## src/rtl/wb_trace_sink.sv

```systemverilog
// Writeback-trace sink: buffers retired register writes and streams them out as 10-byte 0xA5-framed records.
// Optional macro WB_TRACE_FILTER_X0_EN: when defined, writes to x0 are not captured.
module wb_trace_sink #(
    parameter int DEPTH = 16
) (
    input  logic                     clk,
    input  logic                     rst,
    input  logic                     debug_wb_have_inst,
    input  logic [31:0]              debug_wb_pc,
    input  logic                     debug_wb_ena,
    input  logic [4:0]               debug_wb_reg,
    input  logic [31:0]              debug_wb_value,
    input  logic                     capture_en,
    output logic [7:0]               tx_data,
    output logic                     tx_valid,
    input  logic                     tx_ready,
    output logic [$clog2(DEPTH):0]   fifo_count,
    output logic                     overflow,
    output logic [15:0]              drop_count
);

    localparam int AW = $clog2(DEPTH);
    localparam int CW = AW + 1;

    localparam logic [0:0] ST_IDLE = 1'b0;
    localparam logic [0:0] ST_SEND = 1'b1;

    localparam logic [AW-1:0] PTR_ONE = AW'(1);
    localparam logic [CW-1:0] CNT_ONE = CW'(1);

    logic [71:0]   mem [DEPTH];
    logic [AW-1:0] wr_ptr;
    logic [AW-1:0] rd_ptr;
    logic [CW-1:0] count;
    logic [0:0]    state;
    logic [3:0]    idx;
    logic [71:0]   hold;

    logic          capture;
    logic          full;
    logic          pop;
    logic          push;
    logic          drop;
    logic [71:0]   record;

`ifdef WB_TRACE_FILTER_X0_EN
    assign capture = capture_en & debug_wb_have_inst & debug_wb_ena & (debug_wb_reg != 5'd0);
`else
    assign capture = capture_en & debug_wb_have_inst & debug_wb_ena;
`endif

    assign record = {debug_wb_pc, 3'b000, debug_wb_reg, debug_wb_value};
    assign full   = (count == CW'(DEPTH));
    assign pop    = (state == ST_IDLE) && (count != '0);
    // A pop on the same edge frees a slot, so a full FIFO still accepts the new record.
    assign push   = capture && (!full || pop);
    assign drop   = capture && full && !pop;

    always_ff @(posedge clk) begin
        if (!rst && push) begin
            mem[wr_ptr] <= record;
        end
    end

    always_ff @(posedge clk) begin
        if (rst) begin
            wr_ptr     <= '0;
            rd_ptr     <= '0;
            count      <= '0;
            state      <= ST_IDLE;
            idx        <= 4'd0;
            hold       <= '0;
            overflow   <= 1'b0;
            drop_count <= 16'd0;
        end else begin
            if (push) begin
                wr_ptr <= wr_ptr + PTR_ONE;
            end
            if (pop) begin
                rd_ptr <= rd_ptr + PTR_ONE;
            end
            if (push && !pop) begin
                count <= count + CNT_ONE;
            end else if (pop && !push) begin
                count <= count - CNT_ONE;
            end

            if (drop) begin
                overflow <= 1'b1;
                if (drop_count != 16'hFFFF) begin
                    drop_count <= drop_count + 16'd1;
                end
            end

            if (state == ST_IDLE) begin
                if (pop) begin
                    hold  <= mem[rd_ptr];
                    idx   <= 4'd0;
                    state <= ST_SEND;
                end
            end else begin
                if (tx_ready) begin
                    if (idx == 4'd9) begin
                        idx   <= 4'd0;
                        state <= ST_IDLE;
                    end else begin
                        idx <= idx + 4'd1;
                    end
                end
            end
        end
    end

    // Byte select is decoded from registered state only, so tx_ready never reaches tx_data.
    always_comb begin
        tx_data = 8'h00;
        if (state == ST_SEND) begin
            case (idx)
                4'd0:    tx_data = 8'hA5;
                4'd1:    tx_data = hold[71:64];
                4'd2:    tx_data = hold[63:56];
                4'd3:    tx_data = hold[55:48];
                4'd4:    tx_data = hold[47:40];
                4'd5:    tx_data = hold[39:32];
                4'd6:    tx_data = hold[31:24];
                4'd7:    tx_data = hold[23:16];
                4'd8:    tx_data = hold[15:8];
                4'd9:    tx_data = hold[7:0];
                default: tx_data = 8'h00;
            endcase
        end
    end

    assign tx_valid   = (state == ST_SEND);
    assign fifo_count = count;

endmodule

```

## config.mk

```make
export PLATFORM = sky130hd
export DESIGN_NAME = wb_trace_sink
export DESIGN_NICKNAME = d
export VERILOG_FILES = /design/src/rtl/wb_trace_sink.sv
export SDC_FILE = /design/constraint.sdc
export NUM_CORES = 1
export LEC_CHECK = 0
export BUFFER_PORTS_ARGS = -buffer_cell sky130_fd_sc_hd__buf_2
export CAP_MARGIN = 10
export CORE_MARGIN = 5
export CORE_UTILIZATION = 40
export DETAILED_ROUTE_END_ITERATION = 8
export GPL_TIMING_DRIVEN = 0
export PLACE_DENSITY = 0.52
export SLEW_MARGIN = 20
export SYNTH_ARGS = -nofsm -noshare
export SYNTH_HDL_FRONTEND = slang
export SYNTH_SLANG_ARGS = --single-unit
```

## constraint.sdc

```tcl
create_clock -name clk -period 16.3 [get_ports clk]
set_input_delay 0.815 -clock clk [delete_from_list [all_inputs] [get_ports clk]]
set_output_delay 0.815 -clock clk [all_outputs]
set_load 0.02 [all_outputs]
```

# Word-level counts from Yosys, hierarchy flattened
# Memories as Yosys holds them, arrays and structs flattened. A register that Yosys moved wholly into a read port is not among the register bits.
# Cells that the tools add are included.
[totals] regBits=107 ram_bits=1104 inputBits=75 output_inout_bits=31 word_cells=63 memories=1
[classes] add_sub_neg=6 eq_ne=12 muxes=14 n_bitwise=3 n_reduce_logical=19
[memory_table] memory="mem" depth=16 width=69 rd=1 rd_ports_with_merged_regs=1 wr=1 line="31" rtl="logic [71:0] mem [DEPTH];"
[ops] operator="$pmux 8 s10" n=1
[ops] operator="$add 16x1->16 const B" n=1
[ops] operator="$eq 4x3->1 const B" n=4
[ops] operator="$mux 4" n=4
[ops] operator="$ne 16x16->1 const B" n=1
[ops] operator="$add 4x1->4 const B" n=3
[ops] operator="$mux 5" n=2
[ops] operator="$eq 4x2->1 const B" n=2
[ops] operator="$eq 4x4->1 const B" n=2
[ops] operator="$mux 8" n=1
[ops] operator="$logic_and 1x1->1" n=7
[ops] operator="$mux 1" n=6
[ops] operator="$reduce_and 2->1" n=3
[ops] operator="$add 5x1->5 const B" n=1
[ops] operator="$eq 5x5->1 const B" n=1
[ops] operator="$reduce_bool 5->1" n=1
[ops] operator="$sub 5x1->5 const B" n=1
[ops] operator="$eq 4x1->1 const B" n=1
[ops] operator="$logic_not 1->1" n=4
[ops] operator="$logic_not 4->1" n=1
[ops] operator="$reduce_bool 2->1" n=2
[ops] operator="$and 1x1->1" n=2
[ops] operator="$ne 2x2->1 const B" n=1
[ops] operator="$logic_or 1x1->1" n=1
[ops] operator="$not 1->1" n=1

# Logic depth before layout (Yosys ltp)
# Gate-level depths: netlist of run 1.
[depth] word_depth=8 mapped_depth=11 depth_no_buf=10

# Worst setup path before layout of run 1
# Ideal clock, no wire load.
[synth_timing] kind="input to register" startpoint="in debug_wb_ena" endpoint="mem mem[0][0] (netlist bit), enable pin" setup_ns=0.581 arrival_time_ns=6.205 required_time_ns=15.719 path_slack_ns=9.514 stages=4 n_path_buf=0 cell_sequence="nand3_1 -> a211oi_1 -> nand2_1 -> nor3_1"
[synth_between] elab_chain_cells=5
[synth_lines] item="from (decl)" line="10" rtl="input logic debug_wb_ena,"
[synth_lines] item="$and 1x1->1" line="49" rtl="assign capture = capture_en & debug_wb_have_inst & debug_wb_ena;"
[synth_lines] item="$logic_and 1x1->1" line="56" rtl="assign push = capture && (!full || pop);"
[synth_lines] item="$logic_and 1x1->1" line="60" rtl="if (!rst && push) begin"
[synth_lines] item="$mux 1" line="60"
[synth_lines] item="$mux 1 (not written as such)" line="61" rtl="mem[wr_ptr] <= record;"
[synth_lines] item="to (decl)" line="31"
# Every way passes these cells.

# Worst setup path after layout of run 1
[layout_timing] startpoint="reg idx[1]" endpoint="out tx_data[2]"
[layout_between] elab_chain_cells=3 word_cells_on_any_way=12 cone_classes="eq/ne (9); mux (2); reduce/logical (1)"
[layout_lines] item="from (decl)" line="36" rtl="logic [3:0] idx;"
[layout_lines] item="from (signal assigned)" line="107" rtl="idx <= idx + 4'd1;"
[layout_lines] item="$eq 4x4->1 (tied with other cells)" line="118" rtl="case (idx)"
[layout_lines] item="$pmux 8 s10 (*)" line="118"
[layout_lines] item="$mux 8 (*)" line="117" rtl="if (state == ST_SEND) begin"
[layout_lines] item="to (decl)" line="14" rtl="output logic [7:0] tx_data,"
# Every way passes the cells marked *; elsewhere a longest branch is shown, timed or not.

==> results, run 1 <==
- Pin placement for this block handled between 100 and 150 I/O pins.
- The type of the worst min-delay path is in -> reg.
- In the post-synthesis netlist, the biggest area contributors are sky130_fd_sc_hd__edfxtp_1, sky130_fd_sc_hd__mux4_2, sky130_fd_sc_hd__dfxtp_1.
- For this run, the post-layout net count is between 2000 and 3000.
- Counting flops and latches in the post-synthesis netlist gives 1208.
- For this run, the top clock speed supported by timing is 238.6 MHz.
- Across the run, the number of max-cap violations was 0.
- After detailed routing, the number of remaining DRC violations is 0.
- The first routing iteration left approximately 2200 violations.
- The post-layout minimum cycle time is roughly 4.2 ns.
- Buffers added to address setup during post-CTS repair amount to 0.
- Global routing finished with a remaining overflow of 0.
- The post-route netlist has between 20% and 30% of its cells at a drive strength greater than 1.
- The element type at the critical path start is a flip-flop.
- Entering global routing, the biggest net connects 21 pins.
- A synthesized cell averages between 20 and 25 sq um.
- The cell count after synthesis came out at 2256.
- Hold repair after CTS inserted 0 buffers.
- The number of pins with negative max-slew slack in the final report is 0.
- Data on the critical path arrives at its endpoint at around 3.4 ns.
- The first global-routing pass estimated approximately 170000 microns of wire.
- After clock tree synthesis, the clock-pin slew on the worst setup and hold paths is ~0.060 ns.
- The root buffer cell chosen for the clock tree is sky130_fd_sc_hd__clkbuf_16.
- The number of clock sinks seen by CTS is approximately 1200.
- The via count of the first global-routing pass is approximately 24000.
- Wires add up to ~120000 microns.
- The TritonCTS buffer count is around 120.
- The critical path start-end classification is reg -> out.
- After synthesis, the largest area contributor takes up a little over 70% of total cell area.
- Of all nets on the critical path, the largest fanout is 10.
- The layout has roughly 9600 filler cells.
- The standard-cell row count is ~130.
- The number of nets handed over by synthesis was roughly 2300.
- Summed over all nets, the half-perimeter wirelength after detailed placement is 79120 microns.
- Once detail routing completed, the nets flagged for antenna violations numbered 0.
- The flow ran to the end, and the final reports show no timing, DRC or antenna violations.
- The maximum root-to-sink buffer count is 3.
- The detailed router placed between 20000 and 25000 vias in this run.
- The overall die area is between 100000 and 150000 sq um.
- The worst slew margin relative to its limit is roughly a fifth.
- The cell count after placement is 3986.
- At the pin with the least slew margin, the transition time is about 1.2 ns.
- The required time of the worst setup path is approximately 15 ns.
- Setup violations remaining at the end of the flow were counted as 0.
- On the final layout, the worst clock skew is ~0.027 ns.
- Counting flops with a built-in enable in the synthesized netlist gives 1104.
- The number of warning messages in the yosys log is 0.
- The first-pass iteration count of the detailed router is 5.
- For this design the static power due to leakage is 17.59 nW.
- The mapped cell area is roughly 47000 sq um.
- At the later pin of the worst-skew pair, clock insertion delay measures just over 0.7 ns.
- The total chip power is between 7 and 8 mW.
- Of all flip-flops after synthesis, the portion carrying an async set or reset was 0%.
- The area of the core is ~120000 sq um.
- The overall fraction of global-route tracks in use is about a fifth.
- The setup total negative slack is 0 ns.
- The non-filler instance count after layout is 4219.
- The post-synthesis cell type with the largest combined area is sky130_fd_sc_hd__edfxtp_1.
- For this design the ratio of total power to cell area is approximately 140 nW/um^2.
- The final number of hold-violating endpoints was 0.
- The post-synthesis to final-layout area growth is 17.47%.
- The number of resized instances in the post-cts repair step is 0.
- The dominant register cell in the synthesized netlist is sky130_fd_sc_hd__edfxtp_1.
- The critical path capture point type is an output port.
- In this run the number of H-tree levels came out at 3.
- For this run, the register share of the synthesized area comes to about three quarters.
- Dividing the detail-routed wire length by the instance count gives roughly 28 microns.
- Of the available clock period, the critical path in the final layout requires between 20% and 30%.
- Setup repair after global routing left no endpoint under its margin.
- The maximum resistive drop on vdd is 0.00009907 V.
- The count of port buffers added during placement is roughly 110.
- The routability-driven placement congestion ratio is approximately 0.86.
- The die is between 300 and 400 microns tall.
- The width of the chip is ~350 microns.
- The detailed-route vias per instance is between 5 and 6.
- TritonCTS built the clock tree.
- The number of antenna violations at the first check in global routing is 16.
- Once the floorplan was initialized, standard cells occupied between 40% and 50% of the core.
- The unique cell type count in the Yosys netlist is 68.
- Hold is met by between 0.4 and 0.5 ns.
-- cell families after synthesis --
| kind of cell | count (synthesis) | share of synthesized area (%) |
|---|---|---|
| simple gates | 295 | 2.894 |
| mux | 438 | 16.87 |
| buf+inv | 137 | 1.368 |
| flops | 1208 | 75.66 |
| fa+ha+maj | 11 | 0.3117 |
| compound gates | 158 | 2.719 |
| xor+xnor | 9 | 0.1693 |
-- through the flow --
stage / cell area (sq um) / util, % / setup WS [ns]
4_1_cts: 54680 / 47.19 / 12.13
3_3_place_gp: 49000 / 42.28 / 2.316
5_1_grt: 54690 / 47.19 / 11.90
3_5_place_dp: 50720 / 43.77 / 12.41
2_1_floorplan: 46570 / - / 9.514
6_report: 54700 / 47.20 / 12.11
-- worst max-delay path, cell delays in order (launching register included) --
cell and delay (ns):
sky130_fd_sc_hd__dfxtp_1 0.30, sky130_fd_sc_hd__clkbuf_1 0.24, sky130_fd_sc_hd__clkbuf_1 0.55, sky130_fd_sc_hd__mux2i_1 0.29
sky130_fd_sc_hd__a211o_1 0.35, sky130_fd_sc_hd__o211a_1 0.16, sky130_fd_sc_hd__o22ai_1 0.49, sky130_fd_sc_hd__buf_2 0.28
-- cell type report --
type | count | area, sq um | share of cell area, %
Multi-Input combinational cell | 911 | 10810 | 19.75
Sequential cell | 1208 | 35230 | 64.41
Antenna cell | 4 | 10.01 | 0.01830
Clock inverter | 49 | 489.2 | 0.8944
Buffer | 125 | 596.8 | 1.091
Tap cell | 1524 | 1907 | 3.486
Inverter | 12 | 45.04 | 0.08235
Timing Repair Buffer | 206 | 2140 | 3.912
Clock buffer | 180 | 3472 | 6.348
-- final timing paths --
path                               start          to  slack (ns)  cells after the start
worst max-delay path              idx[1]  tx_data[2]       12.11                      7
worst min-delay path            tx_ready    tx_valid        0.45                      4
worst max register to register  tx_valid  mem[1][21]       12.42                     10
worst min register to register  overflow    overflow        0.48                      2
-- synth_stat cells (16+ instances only) --
cell type,count
sky130_fd_sc_hd__edfxtp_1,1104
sky130_fd_sc_hd__mux4_2,276
sky130_fd_sc_hd__nor2_1,183
sky130_fd_sc_hd__mux2i_1,146
sky130_fd_sc_hd__dfxtp_1,104
sky130_fd_sc_hd__a211o_1,70
sky130_fd_sc_hd__clkbuf_1,55
sky130_fd_sc_hd__buf_2,34
sky130_fd_sc_hd__buf_1,25
sky130_fd_sc_hd__nand2_1,20
sky130_fd_sc_hd__nand3_1,18
sky130_fd_sc_hd__o21ai_0,17
sky130_fd_sc_hd__mux2_2,16
-- power by group --
group	switching [mW]	internal [mW]	total [mW]
Sequential	0.128	3.47	3.60
Combinational	0.791	0.658	1.45
Clock	1.15	1.61	2.76
-- cell usage in the layout, fill, tap and decap left out, types with 5 or more instances in the layout --
master                      count
sky130_fd_sc_hd__a211o_1       70
sky130_fd_sc_hd__a211oi_1       5
sky130_fd_sc_hd__a21oi_1       15
sky130_fd_sc_hd__a221oi_1       5
sky130_fd_sc_hd__a22oi_1        6
sky130_fd_sc_hd__and3_1         7
sky130_fd_sc_hd__buf_1         23
sky130_fd_sc_hd__buf_12        29
sky130_fd_sc_hd__buf_16        23
sky130_fd_sc_hd__buf_2        139
sky130_fd_sc_hd__buf_4         43
sky130_fd_sc_hd__buf_6         15
sky130_fd_sc_hd__bufinv_16      9
sky130_fd_sc_hd__clkbuf_1      92
sky130_fd_sc_hd__clkbuf_16    123
sky130_fd_sc_hd__clkbuf_8      18
sky130_fd_sc_hd__clkinv_1       6
sky130_fd_sc_hd__clkinv_2      28
sky130_fd_sc_hd__dfxtp_1      104
sky130_fd_sc_hd__edfxtp_1    1104
sky130_fd_sc_hd__ha_1          10
sky130_fd_sc_hd__inv_1         11
sky130_fd_sc_hd__mux2_2        16
sky130_fd_sc_hd__mux2i_1      146
sky130_fd_sc_hd__mux4_2       276
sky130_fd_sc_hd__nand2_1       20
sky130_fd_sc_hd__nand3_1       18
sky130_fd_sc_hd__nand4_1        6
sky130_fd_sc_hd__nor2_1       171
sky130_fd_sc_hd__nor2_4        12
sky130_fd_sc_hd__nor2b_1       14
sky130_fd_sc_hd__nor3_1         7
sky130_fd_sc_hd__nor4_1         7
sky130_fd_sc_hd__o21ai_0       17
sky130_fd_sc_hd__xor2_1         5
-- sequential cells by signal, summed over array words and instances, names as in the netlist, 4 cells and up --
signal	count
mem	1104
hold	69
drop_count	16
fifo_count	5
idx	4
rd_ptr	4
wr_ptr	4
-- per-layer routing --
| layer | global-route usage, % | up-vias | share of wire (%) |
|---|---|---|---|
| met1 | 26.86 | 12320 | 43 |
| met5 | 0 | - | 0.069 |
| li1 | - | 10010 | - |
| met3 | 4.328 | 195 | 6.8 |
| met2 | 30.28 | 684 | 47 |
| met4 | 5.372 | 12 | 2.7 |
(Power assumes the default switching activity.)
==> run 2: changes to the inputs <==
Settings changed: ABC_AREA set to 1.
Clock period 16.3 ns to 4.2 ns, I/O delays scaled along.
==> results, run 2 <==
- The type of the worst min-delay path is in -> reg.
- In this design, the critical path's most frequently occurring cell is sky130_fd_sc_hd__nor2_1.
- The setup violation total in the final timing report is 0 (unchanged).
- The worst stage delay on the critical path is 0.53 ns (-0.02 ns).
- The number of clock sinks seen by CTS came to 1208 (unchanged).
- The number of setup buffers added after CTS is 0 (unchanged).
- The maximum resistive drop on vdd is 0.0003920 V (+300%).
- Setup repair after global routing left no endpoint under its margin.
- The worst-skew pair later-pin latency came to 0.76 ns (+0.05 ns).
- The final number of hold-violating endpoints came to 0 (unchanged).
- The wire length after detailed routing came to 157300 microns (+34%).
- The number of resized instances in the post-cts repair step was 0 (unchanged).
- Walking the worst path, the cells encountered are inv_1 -> nor2_1 -> nand2_1 -> o22ai_1 -> nor2_1 -> a21oi_1 -> buf_2.
- The critical path start-end classification is reg -> out.
- The total met3 wirelength after detailed routing is 9902 microns (+24%).
- The dominant register cell in the synthesized netlist is sky130_fd_sc_hd__edfxtp_1.
- The post-layout minimum cycle time is about 3.2 ns.
- Compared with the post-synthesis result, the final layout area differs by 17.61%.
- The TritonCTS buffer count came to 138 (+14%).
- The synthesized area per cell was 10.06 sq um (-51%).
- The clock root buffer master is sky130_fd_sc_hd__clkbuf_16.
- The number of pins with negative max-slew slack in the final report is 0 (unchanged).
- The leakage power summed over all cells is 25.50 nW (+45%).
- The routed wirelength normalized by instance count is 21.58 microns (-22%).
- The transition time of the tightest slew-check pin is 1.183 ns (-0.01324 ns).
- The CTS tree is done.
- The signal arrival time at the worst endpoint is 3.01 ns (-0.37 ns).
- The initial detailed-routing violation count is 3524 (+59%).
- The worst slew margin relative to its limit is 21.13% (+0.88 points).
- The via count of the first global-routing pass is 34270 (+43%).
- The count of mapped cells out of synthesis came to 5131 (+130%).
- The clock-pin slew on the worst setup and hold paths was 0.06 ns (about the same).
- The power density of the placed cells is 591.0 nW/um^2 (+310%).
- The routed metal-1 wirelength is 71830 microns (+41%).
- The most frequent standard cell in the layout excluding fill and tap cells is sky130_fd_sc_hd__nand2_1.
- The routability-driven placement congestion ratio came to 0.8794 (+2.3%).
- The overall fraction of global-route tracks in use is 22.91% (+3.8 points).
- The starting density of the core is 40.39% (+0.21 points).
- The area of the core was 127800 sq um (+10%).
- The async set-reset flop share out of synthesis came to 0% (unchanged).
- The number of antenna violations at the first check in global routing is 8 (-8).
- Summed over all instances, the cell type with the most area after synthesis is sky130_fd_sc_hd__edfxtp_1.
- Derived from the worst setup path, the maximum achievable clock frequency is 310.2 MHz.
- The detailed-route vias per instance was 5.003 (-9.1%).
- The total via count in the routed design is 36480 (+57%).
- The share of post-route cells with drive strength above 1 was 9.915% (-18 points).
- The required time of the worst setup path was 3.99 ns (-11.50 ns).
- The top cell type's share of synthesized area is 64.20% (-7.0 points).
- The final-stage net count is 5607 (+110%).
- The standard-cell row count came to 131 (+4.8%).
- The largest registers in the layout are mem: 1104 flops, hold: 69 flops, drop_count: 16 flops.
- The vertical die dimension is 369.3 microns (+5.2%).
- The remaining number of nets flagged by the antenna check after routing is 0 (unchanged).
- The number of flip-flops in the largest register came to 1104 (unchanged).
- Leaving out fill and tap cells, the most frequent cells in the layout are sky130_fd_sc_hd__nand2_1, sky130_fd_sc_hd__edfxtp_1, sky130_fd_sc_hd__nand3_1.
- The element type at the critical path start is a flip-flop.
- The clock tree skew after final layout is 0.02024 ns (-0.007128 ns).
- The unique cell type count in the Yosys netlist is 27 (-60%).
- The HPWL after detailed placement is 107900 microns (+36%).
- The number of flip-flops and latches in the synthesized netlist is 1208 (unchanged).
- The detailed route wirelength on metal2 came to 72080 microns (+30%).
- The filler cell count is 11820 (+23%).
- The register with the most flip-flops is mem.
- The overall die area is 136400 sq um (+11%).
- The total congestion overflow was 0 (unchanged).
- By instance count, the leading cell after synthesis is sky130_fd_sc_hd__nand2_1.
- Yosys attributes the largest share of cell area to sky130_fd_sc_hd__edfxtp_1, sky130_fd_sc_hd__nand2_1, sky130_fd_sc_hd__nand3_1.
- The DRC violations left came to 0 (unchanged).
- The net count of the mapped netlist is 5217 (+120%).
- The critical path capture point type is an output port.
- The final critical path takes up 76.76% of the cycle.
- The mapped cell area is 51640 sq um (+11%).
- The setup total negative slack came to 0 ns (unchanged).
- The count of port buffers added during placement is 104 (-0.95%).
- Ranked by instance count, the synthesized netlist is headed by sky130_fd_sc_hd__nand2_1, sky130_fd_sc_hd__edfxtp_1, sky130_fd_sc_hd__nand3_1.
- The boundary pin count is 106 (unchanged).
- The width of the chip is 369.3 microns (+5.2%).
- Among all stages on the critical path, the largest delay is contributed by sky130_fd_sc_hd__a21oi_1.
- The max-capacitance violation count is 0 (unchanged).
- The sequential element share of the synthesized area is 68.23% (-7.4 points).
- The run finished with clean final reports.
- The global-route wire length before repair was 230800 microns (+36%).
- The number of warning messages in the yosys log came to 0 (unchanged).
- The total chip power is 35.90 mW (+360%).
- The largest fanout of any net on the critical path was 9 (-1).
- The highest metal layer used by the detailed router is met4.
- The count of flip-flops with a built-in enable after synthesis is 1104 (unchanged).
- The pin count of the biggest net entering global routing is 22 (+4.8%).
- The number of levels the H-tree was split into was 4 (+1).
- The first-pass iteration count of the detailed router is 5 (unchanged).
- The maximum root-to-sink buffer count is 3 (unchanged).
- The number of hold buffers added after cts was 69 (+69).
-- run 2: path summary, 6_finish.rpt --
kind	start	endpoint	slack [ns]	cells past startpoint
setup / recovery	idx[3]	tx_data[5]	0.98	7
hold / removal	debug_wb_have_inst	drop_count[1]	0.07	6
setup reg to reg	rd_ptr[1]	hold[67]	1.05	9
hold reg to reg	overflow	overflow	0.49	2
-- run 2: metal layers --
metal  up-vias  GRT usage [%]
li1      17470              -
met1     17590          33.18
met2      1212          36.63
met5         -              0
met3       209          3.090
met4         0          5.889
-- run 2: critical path: cells and delay by family (launching register included) --
kind / cells / cell delay, ns
AND/OR/NAND/NOR: 3 / 0.66
flip-flops: 1 / 0.40
AO/OA/AOI/OAI: 2 / 0.80
buffers and inverters: 2 / 0.38
-- run 2: cells by family (layout without fill, tap and decap cells) --
kind of cell	count (synthesis)	in the layout	synth area share, %
AO/OA/AOI/OAI	116	116	1.153
adder cells (fa/ha/maj)	11	11	0.2811
other	0	2	0
XOR/XNOR	10	10	0.1696
buffers and inverters	984	1481	7.787
AND/OR/NAND/NOR	2802	2802	22.38
flip-flops	1208	1208	68.23
-- run 2: stage by stage --
step / util [%] / hold WS [ns] / cell area [sq um] / setup slack [ns] / instances
final: 47.50 / 0.07351 / 60730 / 0.9761 / 7292
after global routing: 47.50 / 0.06437 / 60730 / 0.8566 / 7290
after CTS: 47.50 / 0.002727 / 60730 / 1.012 / 7290
after detailed placement: 43.60 / 0.4730 / 55750 / 1.064 / 6974
after global placement: 42.50 / 0.4552 / 54330 / -3.840 / 6897
after floorplan: - / 0.3089 / 51730 / -0.3187 / 5131
-- run 2: where the power goes --
part | internal, mW | switching, mW | total (mW)
registers | 13.5 | 0.177 | 13.7
clock network | 6.75 | 4.79 | 11.5
logic | 2.79 | 7.90 | 10.7
total | 23.0 | 12.9 | 35.9
-- run 2: layout make-up --
type / count / area, sq um / share of cell area (%)
clock inverter: 60 / 465.4 / 0.7664
clock buffer: 187 / 3826 / 6.300
antenna: 2 / 5.005 / 0.008241
buffer: 259 / 1301 / 2.143
timing repair buffer: 250 / 2565 / 4.223
inverter: 725 / 2721 / 4.481
multi-input combinational: 2939 / 12540 / 20.64
tap: 1662 / 2079 / 3.424
sequential: 1208 / 35230 / 58.01
